[src/rtl/t01_clkmon.sv]
// Slow-clock monitor: measures sclk_in periods in clk cycles, tracks lock on a run of
// in-range periods, and raises sticky fault/overrun flags. Results leave on a valid/ready port.
module t01_clkmon #(
   parameter int PERIOD_MIN = 2490,
   parameter int PERIOD_MAX = 2514,
   parameter int TIMEOUT    = 4000,
   parameter int LOCK_N     = 4
) (
   input  logic        clk,
   input  logic        rst,
   input  logic        sclk_in,
   input  logic        en,
   input  logic        clear_fault,
   output logic [11:0] period_out,
   output logic        period_valid,
   input  logic        period_ready,
   output logic        lock,
   output logic        fault,
   output logic        overrun,
   output logic [1:0]  dbg_state
);

   localparam int          SW      = $clog2(LOCK_N + 1);
   localparam logic [11:0] MIN_C   = 12'(PERIOD_MIN);
   localparam logic [11:0] MAX_C   = 12'(PERIOD_MAX);
   localparam logic [11:0] TMO_C   = 12'(TIMEOUT);
   localparam logic [11:0] CNT_MAX = 12'hFFF;
   localparam logic [SW-1:0] LOCK_C = SW'(LOCK_N);

   typedef enum logic [1:0] {
      IDLE      = 2'd0,
      WAIT_EDGE = 2'd1,
      MEASURE   = 2'd2
   } state_t;

   state_t        state_q, state_d;
   logic [11:0]   cnt_q, cnt_d;
   logic [SW-1:0] streak_q, streak_d;
   logic          lock_d;
   logic          s1, s2, s3;
   logic          rise;
   logic          meas;
   logic          fault_set;
   logic          in_range;
   logic [11:0]   pout_d;
   logic          pvalid_d;
   logic          fault_d;
   logic          overrun_d;

   always_ff @(posedge clk or posedge rst) begin
      if (rst) begin
         s1 <= 1'b0;
         s2 <= 1'b0;
         s3 <= 1'b0;
      end else begin
         s1 <= sclk_in;
         s2 <= s1;
         s3 <= s2;
      end
   end

   assign rise      = s2 & ~s3;
   assign in_range  = (cnt_q >= MIN_C) && (cnt_q <= MAX_C);
   assign dbg_state = state_q;

   always_comb begin
      state_d   = state_q;
      cnt_d     = cnt_q;
      streak_d  = streak_q;
      lock_d    = (streak_q == LOCK_C);
      meas      = 1'b0;
      fault_set = 1'b0;
      if (!en) begin
         state_d  = IDLE;
         cnt_d    = '0;
         streak_d = '0;
         lock_d   = 1'b0;
      end else begin
         case (state_q)
            IDLE: begin
               state_d = WAIT_EDGE;
               cnt_d   = '0;
            end
            WAIT_EDGE: begin
               // The first edge only arms the counter; no period exists yet.
               if (rise) begin
                  state_d = MEASURE;
                  cnt_d   = 12'd1;
               end else if (cnt_q == TMO_C) begin
                  fault_set = 1'b1;
                  cnt_d     = '0;
               end else begin
                  cnt_d = cnt_q + 12'd1;
               end
            end
            MEASURE: begin
               if (rise) begin
                  meas  = 1'b1;
                  cnt_d = 12'd1;
                  if (in_range) begin
                     if (streak_q != LOCK_C) streak_d = streak_q + SW'(1);
                  end else begin
                     streak_d  = '0;
                     lock_d    = 1'b0;
                     fault_set = 1'b1;
                  end
               end else if (cnt_q == TMO_C) begin
                  fault_set = 1'b1;
                  lock_d    = 1'b0;
                  streak_d  = '0;
                  state_d   = WAIT_EDGE;
                  cnt_d     = '0;
               end else if (cnt_q != CNT_MAX) begin
                  cnt_d = cnt_q + 12'd1;
               end
            end
            default: begin
               state_d = IDLE;
               cnt_d   = '0;
            end
         endcase
      end
   end

   // Valid/ready: a word moves on any cycle with period_valid & period_ready; while valid is
   // high and ready low, period_out holds. A new measurement reuses the slot only if it is
   // empty or being drained this cycle; otherwise it is dropped and overrun is raised.
   always_comb begin
      pout_d    = period_out;
      pvalid_d  = period_valid;
      fault_d   = fault & ~clear_fault;
      overrun_d = overrun & ~clear_fault;
      if (meas) begin
         if (!period_valid || period_ready) begin
            pout_d   = cnt_q;
            pvalid_d = 1'b1;
         end else begin
            overrun_d = 1'b1;
         end
      end else if (period_valid && period_ready) begin
         pvalid_d = 1'b0;
      end
      if (fault_set) fault_d = 1'b1;
   end

   always_ff @(posedge clk or posedge rst) begin
      if (rst) begin
         state_q      <= IDLE;
         cnt_q        <= '0;
         streak_q     <= '0;
         lock         <= 1'b0;
         period_out   <= '0;
         period_valid <= 1'b0;
         fault        <= 1'b0;
         overrun      <= 1'b0;
      end else begin
         state_q      <= state_d;
         cnt_q        <= cnt_d;
         streak_q     <= streak_d;
         lock         <= lock_d;
         period_out   <= pout_d;
         period_valid <= pvalid_d;
         fault        <= fault_d;
         overrun      <= overrun_d;
      end
   end

endmodule

[config.mk]
export PLATFORM = sky130hd
export DESIGN_NAME = t01_clkmon
export DESIGN_NICKNAME = d
export VERILOG_FILES = /design/src/rtl/t01_clkmon.sv
export SDC_FILE = /design/constraint.sdc
export NUM_CORES = 1
export LEC_CHECK = 0
export BUFFER_PORTS_ARGS = -buffer_cell sky130_fd_sc_hd__buf_2
export CAP_MARGIN = 20
export CORE_MARGIN = 3
export CORE_UTILIZATION = 35
export CTS_BUF_LIST = sky130_fd_sc_hd__clkbuf_8
export DETAILED_ROUTE_END_ITERATION = 8
export GPL_TIMING_DRIVEN = 0
export MAX_ROUTING_LAYER = met4
export SLEW_MARGIN = 20
export SYNTH_ARGS = -nofsm -noshare
export SYNTH_HDL_FRONTEND = slang
export SYNTH_SLANG_ARGS = --single-unit
[constraint.sdc]
create_clock -name clk -period 4.1 [get_ports clk]
set_clock_uncertainty 0.15 [all_clocks]
set_input_delay 0 -clock clk [delete_from_list [all_inputs] [get_ports clk]]
set_output_delay 0 -clock clk [all_outputs]
set_load 0.02 [all_outputs]
## Word level (Yosys, flattened, before mapping)

Index checks and enable logic that the tools add are counted.

- Register bits after elaboration: 36
- Bits in latches: 0
- RAM bits: 0
- Bits in read-only memories: 0
- Output and inout port bits: 18
- Logic and storage cells: 82
- Memories kept: 0

- Add/subtract/negate cells: 2
- Multiply operators: 0
- Div/mod/pow operators: 0
- $lt $le $gt $ge: 2
- Equality and inequality tests: 14
- Shift-type cells: 0
- Mux-type cells: 38
- Bitwise operators: 5
- Reductions and logical operators: 10

Operators by type and width:

| kind | number |
|---|---|
| 2-to-1 mux 12 bit | 6 |
| one-hot mux 12 bit (2 select lines) | 1 |
| 2-to-1 mux 1 bit | 19 |
| 2-to-1 mux 3 bit | 6 |
| adder 12 x 1 -> 12 bit (second input constant) | 1 |
| == test 12 bit (second input constant) | 1 |
| >= comparator 12 bit (second input constant) | 1 |
| <= comparator 12 bit (second input constant) | 1 |
| != test 12 bit (second input constant) | 1 |
| != test 3 bit (second input constant) | 4 |
| 2-to-1 mux 2 bit | 4 |
| one-hot mux 2 bit (3 select lines) | 1 |
| AND reduction 3 bit | 2 |
| != test 5 bit (second input constant) | 1 |
| != test 2 x 1 -> 1 bit (second input constant) | 2 |
| != test 4 x 3 -> 1 bit (second input constant) | 1 |
| AND reduction 2 bit | 2 |
| adder 3 x 1 -> 3 bit (second input constant) | 1 |
| AND 1 bit | 3 |
| == test 3 bit (second input constant) | 1 |
| != test 3 x 1 -> 1 bit (second input constant) | 1 |
| == test 2 x 1 -> 1 bit (second input constant) | 1 |
| == test 2 bit (second input constant) | 1 |
| logical AND 1 bit | 2 |
| 6 further kinds | 7 |

## Depth between registers and ports, before layout

Gate-level depths: netlist of run 1.

- Word-level depth: 7
- Depth in mapped cells: 8
- Mapped depth without buffers: 7

## Worst setup path before layout of run 1

No wires, ideal clock.

- Path type: flip-flop to flip-flop
- Start point: register state_q[0] (netlist: dbg_state[0])
- End point: register period_out[0]
- Setup time: 0.125 ns
- Data arrival time: 1.870 ns
- Slack: 1.955 ns
- Stages on the path, launching flop included: 8
- Path through: dfrtp_1 > inv_1 > ha_1 > buf_4 > nand2_1 > nor3b_1 > buf_2 > mux2_2

- Cells in the longest elaborated chain, start to end: 4

RTL lines:

| item | RTL line | source |
|---|---|---|
| start, declared | 36 | `state_t state_q, state_d;` |
| start signal, assigned | 157 | `state_q <= state_d;` |
| == test 2 bit | 79 | `case (state_q)` |
| 2-to-1 mux 1 bit | 79 |  |
| 2-to-1 mux 1 bit | 73 | `if (!en) begin` |
| AND reduction 2 bit (no line) | n/a |  |
| end signal, assigned | 161 | `period_out <= pout_d;` |
| end, declared | 14 | `output logic [11:0] period_out,` |

No other way between the ends.
A chain may end at the register's enable or synchronous reset.

## Worst setup path in the final report of run 1

- Start point: register cnt_q[1]
- End point: register cnt_q[4]

- Cells in the longest elaborated chain, start to end: 6

RTL lines:

| item | RTL line | source |
|---|---|---|
| start, declared | 37 | `logic [11:0] cnt_q, cnt_d;` |
| start signal, assigned | 158 | `cnt_q <= cnt_d;` |
| adder 12 x 1 -> 12 bit | 93, 114 |  |
| 2-to-1 mux 12 bit | 113 | `end else if (cnt_q != CNT_MAX) begin` |
| 2-to-1 mux 12 bit | 107 | `end else if (cnt_q == TMO_C) begin` |
| 2-to-1 mux 12 bit | 97 | `if (rise) begin` |
| one-hot mux 12 bit (2 select lines) | 79 |  |
| 2-to-1 mux 12 bit | 73 |  |

Parallel ways exist; a longest one is shown, timed or not. The select of a mux whose other input is x is not followed.

==> impl_metrics.yaml, run 1 <==
routing:
  drc: 0
  avgRoutedWirePerCell_microns: 13.2
  dr.pass1.iters: 4
  routed_wirelength_microns: 3750
  drt_iter0_markers: 108
  ant_nets: 0
  via_per_inst: 5.09
  num_vias: 1452
placed_design:
  gp_congestion: 0.906
  dp_slack_ns: 1.64
  port_buffers: 22
  place_area_sq_um: 2090
  dp_hpwl_microns: 2710
logic_synthesis:
  yosysTopAreaCellShare_pct: 47.5
  synth.area.top_cells: "dfrtp_1 48%, mux2_2 7.1%, ha_1 5.9%, nand3_1 3.2%, nand2_1 3.2%"
  synth-main-ff-cell: "dfrtp_1"
  yosysTopAreaCell: "dfrtp_1"
  synth_area_sq_um: 1900
  synth-edff-count: 0
  syn_nets: 195
  synthArstFlopShare_pct: 100
  syn_area_per_cell_sq_um: 10.5
  synth_warnings: 0
  ys_ff_latch: 36
  syn_inst: 180
  synth-seq-area-share_pct: 47.5
  yosys.cell_types.count: 48
cts:
  cts_resized: 0
  clkTransAtPathRegs_ns: 0.07
  clk_latency_ns: 0.29
  cts_hold_buffers: 5
  clkSinkCount: 36
  numCtsBuffers: 5
  cts_buffer_depth: 2
  tritoncts: "done"
  ctsRootBufferMaster: "clkbuf_8"
  cts.htree.levels: 2
  cts_setup_buffers: 0
sta:
  final.setup.worst_slack_ns: 1.61
  fmax_mhz: 401
  fin_crit_sh_pct: 60.8
  setup_violations: 0
  worst_pin_slew_ns: 0.739
  min_period_ns: 2.49
  hold_violations: 0
  final.setup.tns_ns: 0
  drv_slew: 0
  maxSlewHeadroom_pct: 50.6
  rsz0062_at_grt: "false"
global_route:
  overflow: 0
  grt_pass1_wl_microns: 6550
  grt_start_max_net_pins: 37
  grt_usage_pct: 13.5
  antenna_found_initial: 0
  grt_pass1_vias: 1397
critical_path:
  crit_arrival_ns: 2.50
  worstSetupPathType: "reg -> reg"
  start_kind: "flip-flop"
  worst_setup_path_end_kind: "flip-flop"
  cp_max_fo: 8
  cp.required_ns: 4.11
cells_and_area:
  diodes: 0
  layout-drive-gt1-share_pct: 27.0
  nets: 229
  final_area_sq_um: 2270
  areaGrowthSynthToFinish_pct: 19.7
floorplan:
  rows: 26
  die_area_sq_um: 6330
  io_pins: 24
  start_util_pct: 36.6
  fp.dieH_microns: 79.6
  die_w_microns: 79.6
  fp.coreArea_sq_um: 5170
pwr:
  p_per_area_nw_per_um2: 360
  max-vdd-ir-drop_mv: 0.126
  finalPower_mw: 0.817
  leakage_nw: 1.06
job:
  max_cap_violations: 0
run_status:
  status: "finished, final reports clean"
hold_path:
  hold_class: "reg -> reg"
==> per-stage QoR <==
stage               std cells  hold slack (ns)  utilization, %
detailed placement        272          -0.0382            40.5
floorplan                 180           -0.119               -
finish                    285            0.198            43.9
global placement          272          -0.0412            40.5
CTS                       285            0.189            43.9
global route              285            0.201            43.9
==> cell type report <==
| cell class | count | area (sq um) |
|---|---|---|
| inverter | 14 | 52.6 |
| clock inverter | 1 | 30.0 |
| tap | 70 | 87.6 |
| buffer | 8 | 58.8 |
| sequential | 36 | 901 |
| multi-input combinational | 122 | 883 |
| fill | 500 | 2900 |
| timing repair buffer | 27 | 160 |
| clock buffer | 7 | 96.3 |
==> synth_stat cells, drive strengths merged, types with 3 or more instances <==
cell type and number:
dfrtp 36, o31ai 5, a21oi 5, nand4 4, ha 9, nor2 8
nand2 16, nand3 12, inv 14, buf 6, mux2 12, a31oi 6
o21ai 8, xnor2 3
==> cell families (layout without fill, tap and decap cells) <==
kind of cell	after synthesis	in the layout	synth area share (%)
buffers and inverters	22	57	5.87
xor gates and xnor gates	3	3	1.39
and+or+nand+nor	59	59	17.0
DFF	36	36	47.5
adders and majority gates	9	9	5.94
muxes	13	13	7.66
AOI/OAI and AO/OA	38	38	14.7
==> state kept, by name (all words and copies together) (netlist names), 2 cells and up <==
name / cells
dbg_state: 2
streak_q: 3
period_out: 12
cnt_q: 12
==> path summary, 6_finish.rpt <==
| check | slack (ns) | start | cells after the start | end |
|---|---|---|---|---|
| min in group asynchronous | 0.23 | rst | 3 | streak_q[2] |
| worst min register to register | 0.20 | s1 | 0 | s2 |
| worst max register to register | 1.61 | cnt_q[1] | 6 | cnt_q[4] |
| worst min-delay path | 0.20 | s1 | 0 | s2 |
| worst max-delay path | 1.61 | cnt_q[1] | 6 | cnt_q[4] |
| max in group asynchronous | 3.09 | rst | 3 | period_out[2] |
==> cells in the final DEF (no fill, tap or decap), drive strengths merged, types with 3 or more instances in the layout <==
| cell type | n |
|---|---|
| dfrtp | 36 |
| buf | 28 |
| nand2 | 16 |
| inv | 14 |
| nand3 | 12 |
| mux2 | 12 |
| ha | 9 |
| clkbuf | 9 |
| nor2 | 8 |
| o21ai | 8 |
| a31oi | 6 |
| a21oi | 5 |
| dlygate4sd3 | 5 |
| o31ai | 5 |
| nand4 | 4 |
| xnor2 | 3 |
==> critical path, cell delays in order, from the launching register on <==
cell and delay (ns):
dfrtp_1 0.47, ha_1 0.21, nand3_1 0.19, or3_1 0.39, nor4_1 0.55, inv_1 0.22, o311ai_0 0.18
==> report_power, final <==
part | internal (mW) | leakage [nW] | switching [mW]
registers | 0.366 | 0.494 | 0.0137
clock network | 0.214 | 0.0645 | 0.121
logic | 0.0375 | 0.506 | 0.0646
==> metal layers <==
| layer | wire length, microns | part of all wire, % | track usage [%] | vias to the layer above |
|---|---|---|---|---|
| met1 | 1870 | 50 | 17.8 | 699 |
| met3 | 129 | 3.4 | 2.37 | 6 |
| met2 | 1700 | 45 | 20.2 | 26 |
| met5 | 0 | 0 | - | - |
| li1 | - | - | - | 721 |
| met4 | 55 | 1.5 | 6.70 | 0 |
(Power assumes the default switching activity.)
==> run 2: changes to the inputs <==
--- a/config.mk
+++ b/config.mk
@@ -5,6 +5,7 @@
 export SDC_FILE = /design/constraint.sdc
 export NUM_CORES = 1
 export LEC_CHECK = 0
+export ABC_AREA = 1
 export BUFFER_PORTS_ARGS = -buffer_cell sky130_fd_sc_hd__buf_2
 export CAP_MARGIN = 20
 export CORE_MARGIN = 3
==> constraint.sdc (replaced) <==
create_clock -name clk -period 2.1 [get_ports clk]
set_clock_uncertainty 0.15 [all_clocks]
set_input_delay 0 -clock clk [delete_from_list [all_inputs] [get_ports clk]]
set_output_delay 0 -clock clk [all_outputs]
set_load 0.02 [all_outputs]
==> impl_metrics.yaml, run 2 <==
run_status:
  status: "finished, final reports clean"
logic_synthesis:
  synth_area_sq_um: 1950
  synth.most_common_cell: "nand2_1"
  synth-seq-area-share_pct: 46.2
  synth.area.top_cells: "dfrtp_1 46%, nand2_1 11%, inv_1 6.4%, ha_1 5.8%, o21ai_0 4.4%"
  syn_inst: 237
  synth-edff-count: 0
  synth-main-ff-cell: "dfrtp_1"
  synth_warnings: 0
  syn_area_per_cell_sq_um: 8.23
  ys_ff_latch: 36
  syn_nets: 252
  yosysTopAreaCellShare_pct: 46.2
  yosys.cell_types.count: 30
  synth_common_cells: "56 x nand2_1, 36 x dfrtp_1, 33 x inv_1"
  synthArstFlopShare_pct: 100
  yosysTopAreaCell: "dfrtp_1"
global_route:
  globalRouteMet3Util_pct: 3.59
  grt_usage_pct: 14.1
  grt_start_max_net_pins: 37
  grt_pass1_vias: 1577
  grt_pass1_wl_microns: 6910
  antenna_found_initial: 0
  overflow: 0
  globalRouteMet2Util_pct: 23.8
  busiest_layer: "met2"
  grt_use_met1_pct: 16.2
cells_and_area:
  layout.cells.non_filler: 343
  layout-drive-gt1-share_pct: 22.7
  areaGrowthSynthToFinish_pct: 18.9
  mostFrequentLayoutCell: "nand2_1"
  multiInputGateArea_sq_um: 908
  layout_common_cells: "56 x nand2_1, 36 x dfrtp_1, 30 x inv_1, 23 x buf_2, 20 x nor2_1"
  nFillCells: 549
  reg.largest.list: "cnt_q: 12 flops, period_out: 12 flops, streak_q: 3 flops"
  diodes: 0
  regArea_sq_um: 901
  nets: 287
cts:
  cts.htree.levels: 2
  numCtsBuffers: 5
  clkSinkCount: 36
  clk_latency_ns: 0.29
  tritoncts: "done"
  cts_buffer_depth: 2
  clkTransAtPathRegs_ns: 0.07
  ctsRootBufferMaster: "clkbuf_8"
sta:
  drv_slew: 0
  fmax_mhz: 535
  setup_violations: 0
  rsz0062_at_grt: "true"
  worst_pin_slew_ns: 0.741
  hold_slack_ns: 0.198
  hold_violations: 0
  min_period_ns: 1.87
  fin_crit_sh_pct: 89.1
  maxSlewHeadroom_pct: 50.6
hold_path:
  hold_class: "in -> reg"
  min_from: "sclk_in"
floorplan:
  die_w_microns: 80.6
  die_area_sq_um: 6500
  fp.coreArea_sq_um: 5240
  rows: 26
  io_pins: 24
  fp.dieH_microns: 80.6
  start_util_pct: 37.2
critical_path:
  crit_arrival_ns: 1.89
  cp.required_ns: 2.12
  worst_r2r_endpoint: "cnt_q[0]"
  cp_max_fo: 5
  r2r_setup_slack_ns: 0.23
  worst_setup_path_end_kind: "flip-flop"
  worstSetupPathType: "reg -> reg"
  critPathLaunch: "cnt_q[1]"
  start_kind: "flip-flop"
  rr_startpoint: "cnt_q[1]"
  ff2ff_path_depth: 6
  cp-endpoint: "cnt_q[0]"
pwr:
  p_per_area_nw_per_um2: 748
  leakage_nw: 1.14
  max-vdd-ir-drop_mv: 0.278
job:
  max_cap_violations: 0
routing:
  avgRoutedWirePerCell_microns: 11.5
  dr.pass1.iters: 4
  via_per_inst: 4.70
  drc: 0
  drt_iter0_markers: 96
  num_vias: 1612
  ant_nets: 0
  routed_wirelength_microns: 3950
placed_design:
  port_buffers: 23
  dp_hpwl_microns: 3010
  dp.cells: 330
  gp_congestion: 0.851
[run 2: kinds of logic (layout without fill, tap and decap cells)]
logic type | count (synthesis) | in the layout | share of synthesized area (%)
AND/OR/NAND/NOR | 118 | 118 | 29.2
buffers and inverters | 38 | 74 | 7.32
flip-flops | 36 | 36 | 46.2
AO/OA/AOI/OAI | 33 | 33 | 9.88
adder cells (fa/ha/maj) | 9 | 9 | 5.78
multiplexers | 2 | 2 | 1.16
XOR/XNOR | 1 | 1 | 0.449
[run 2: repair_timing]
item | in CTS | in global routing
hold buffers | 5 | 0
buffers inserted | 0 | 0
endpoints found under the hold margin | 42 | 0
endpoints found under the setup margin | 0 | 11
resized for setup | 0 | 5
[run 2: per-layer routing]
metal	vias up	wire length, microns
li1	830	-
met1	751	1890
met2	25	1850
met3	6	136
met4	0	67
met5	-	0
[run 2: final cells by class]
cell class	count	area share [%]
Clock buffer	5	2.97
Tap cell	70	3.78
Buffer	2	0.378
Multi-Input combinational cell	163	39.2
Clock inverter	3	1.84
Timing Repair Buffer	28	7.13
Inverter	36	5.83
Sequential cell	36	38.9
[run 2: worst max-delay path: stages (launching register included)]
cell and delay, ns:
dfrtp_1 0.42, ha_1 0.24, nand3_2 0.16, nor3_4 0.21
nand4_1 0.27, o2111ai_1 0.18, o21ai_0 0.11
[run 2: through the flow]
stage	power (mW)	utilization [%]	setup WS, ns	area (sq um)	setup TNS, ns
2_1_floorplan	1.03	-	0.331	1950	0
3_3_place_gp	1.13	41.1	0.144	2150	0
3_5_place_dp	1.13	41.1	0.134	2150	0
4_1_cts	1.75	44.2	0.111	2310	0
5_1_grt	1.84	44.2	-0.00489	2320	-0.00489
6_report	1.73	44.2	0.230	2320	0
[run 2: report_power, final]
group | switching (mW) | total (mW) | internal [mW]
clock | 0.258 | 0.609 | 0.351
combinational | 0.235 | 0.357 | 0.121
sequential | 0.0345 | 0.767 | 0.733
[run 2: worst min path at each step]
stage          slack [ns]  endpoint  cells after the start
6_report             0.20        s1                      2
3_3_place_gp        -0.04        s1                      1
3_5_place_dp        -0.04        s1                      1
4_1_cts              0.19        s1                      2
5_1_grt              0.20        s1                      2
2_1_floorplan       -0.12        s1                      0
==> run 3: changes to the inputs <==
--- a/config.mk
+++ b/config.mk
@@ -5,7 +5,6 @@
 export SDC_FILE = /design/constraint.sdc
 export NUM_CORES = 1
 export LEC_CHECK = 0
-export ABC_AREA = 1
 export BUFFER_PORTS_ARGS = -buffer_cell sky130_fd_sc_hd__buf_2
 export CAP_MARGIN = 20
 export CORE_MARGIN = 3
==> impl_metrics.yaml, run 3 (same netlist as run 1, synthesis figures left out) <==
run_status:
  status: "finished with violations"
  violations: "setup timing"
placed_design:
  place_area_sq_um: 2130
  dp_slack_ns: -0.386
  dp_hpwl_microns: 2780
  port_buffers: 22
  gp_congestion: 0.879
critical_path:
  cp_max_fo: 4
  cpMaxStageDelayCell: "or4b_4"
  cp.required_ns: 2.13
  critPathMaxStageDelay_ns: 0.57
  start_kind: "flip-flop"
  crit_chain: "or4b_4 -> o31ai_4 -> buf_6 -> a21boi_4 -> o21bai_4 -> a22o_1"
  worst_setup_path_end_kind: "flip-flop"
  crit_arrival_ns: 2.18
  worst_r2r_endpoint: "streak_q[0]"
  rr_startpoint: "cnt_q[6]"
  path_buf_inv: 1
  ff2ff_path_depth: 6
  r2r_setup_slack_ns: -0.05
  critPathTopFamily: "compound AO/OA/AOI/OAI gates"
  worstSetupPathType: "reg -> reg"
sta:
  fmax_mhz: 465
  min_period_ns: 2.15
  worst_pin_slew_ns: 0.444
  final.setup.worst_slack_ns: -0.0491
  maxSlewHeadroom_pct: 70.3
  hold_violations: 0
  final.setup.tns_ns: -0.330
  drv_slew: 0
  rsz0062_at_grt: "true"
  hold_slack_ns: 0.109
  setup_violations: 10
  fin_crit_sh_pct: 102
floorplan:
  rows: 26
  fp.coreArea_sq_um: 5170
  start_util_pct: 36.6
  fp.dieH_microns: 79.6
  die_w_microns: 79.6
  io_pins: 24
  die_area_sq_um: 6330
pwr:
  switchingPower_mw: 0.425
  leakage_nw: 1.20
  max-vdd-ir-drop_mv: 0.333
  combPwrFrac_pct: 16.9
  power.internal_mw: 1.18
  p_per_area_nw_per_um2: 613
  clkPwrFrac_pct: 37.0
  power_frac_seq_pct: 46.1
  sw_frac_of_total_pct: 26.6
routing:
  dr.pass1.iters: 5
  num_vias: 1589
  ant_nets: 0
  via_per_inst: 5.21
  avgRoutedWirePerCell_microns: 14.6
  routed_wirelength_microns: 4470
  drt_iter0_markers: 162
  drc: 0
cts:
  clkTransAtPathRegs_ns: 0.07
  cts_buffer_depth: 2
  ctsRootBufferMaster: "clkbuf_8"
  tritoncts: "done"
  cts.htree.levels: 2
  clkSinkCount: 36
  clk_latency_ns: 0.29
  numCtsBuffers: 5
global_route:
  antenna_found_initial: 0
  grt_pass1_vias: 1497
  grt_start_max_net_pins: 20
  overflow: 0
  grt_pass1_wl_microns: 7200
  grt_usage_pct: 15.2
hold_path:
  hold_class: "in -> async"
job:
  max_cap_violations: 0
cells_and_area:
  diodes: 0
  mostFrequentLayoutCell: "dfrtp_1"
  nets: 249
  reg.largest.list: "cnt_q: 12 flops, period_out: 12 flops, streak_q: 3 flops"
  nFillCells: 456
  layout-drive-gt1-share_pct: 45.5
  areaGrowthSynthToFinish_pct: 37.8
  final_area_sq_um: 2610
  layout_common_cells: "28 x dfrtp_1, 22 x buf_2, 18 x buf_4, 14 x nand2_1"
## run 3: power by group through the flow
| stage | combinational, mW | sequential, mW | clock (mW) |
|---|---|---|---|
| 4_1_cts | 0.258 | 0.737 | 0.608 |
| 3_3_place_gp | 0.195 | 0.754 | 0 |
| 3_5_place_dp | 0.203 | 0.756 | 0 |
| 6_report | 0.270 | 0.737 | 0.593 |
| 5_1_grt | 0.300 | 0.741 | 0.651 |
| 2_1_floorplan | 0.128 | 0.764 | 0 |
## run 3: final cells by class
cell class,count,area [sq um],area share (%)
multi-input combinational,122,1020,39.1
buffer,5,48.8,1.87
sequential,36,911,34.9
clock inverter,3,38.8,1.49
clock buffer,5,68.8,2.64
tap,70,87.6,3.35
timing repair buffer,50,383,14.7
inverter,14,52.6,2.01
## run 3: what timing repair did
item | 4_1_cts | 5_1_grt
endpoints found under the hold margin | 44 | 0
endpoints found under the setup margin | 23 | 29
buffers inserted | 16 | 5
hold buffers | 6 | 0
pin swaps | 10 | 8
gates resized for setup | 28 | 17
## run 3: worst max-delay path by stage
stage | startpoint | to | slack [ns] | depth (start not counted)
2_1_floorplan | cnt_q[2] | streak_q[0] | 0.03 | 6
3_3_place_gp | cnt_q[1] | cnt_q[4] | -0.36 | 6
3_5_place_dp | cnt_q[1] | cnt_q[4] | -0.39 | 6
4_1_cts | cnt_q[2] | streak_q[0] | -0.05 | 7
5_1_grt | cnt_q[6] | cnt_q[2] | -0.09 | 7
6_report | cnt_q[6] | streak_q[0] | -0.05 | 6
## run 3: metal layers
layer  track usage [%]  share of wire [%]
met2              23.0                 47
met3              3.84                4.7
met1              20.0                 47
met4              4.64                1.9
met5                 -                  0
## run 3: worst reg2reg max path: cells and delay by family, from the launching register on
| family | cells | cell delay (ns) |
|---|---|---|
| flops | 1 | 0.43 |
| compound gates | 4 | 0.73 |
| simple gates | 1 | 0.57 |
| buf+inv | 1 | 0.16 |
## run 3: metrics by stage
stage / std cells / power (mW) / util, %
after global routing: 305 / 1.69 / 50.5
after global placement: 272 / 0.950 / 40.6
after CTS: 301 / 1.60 / 48.4
after detailed placement: 273 / 0.960 / 41.1
after floorplan: 180 / 0.892 / -
final: 305 / 1.60 / 50.5
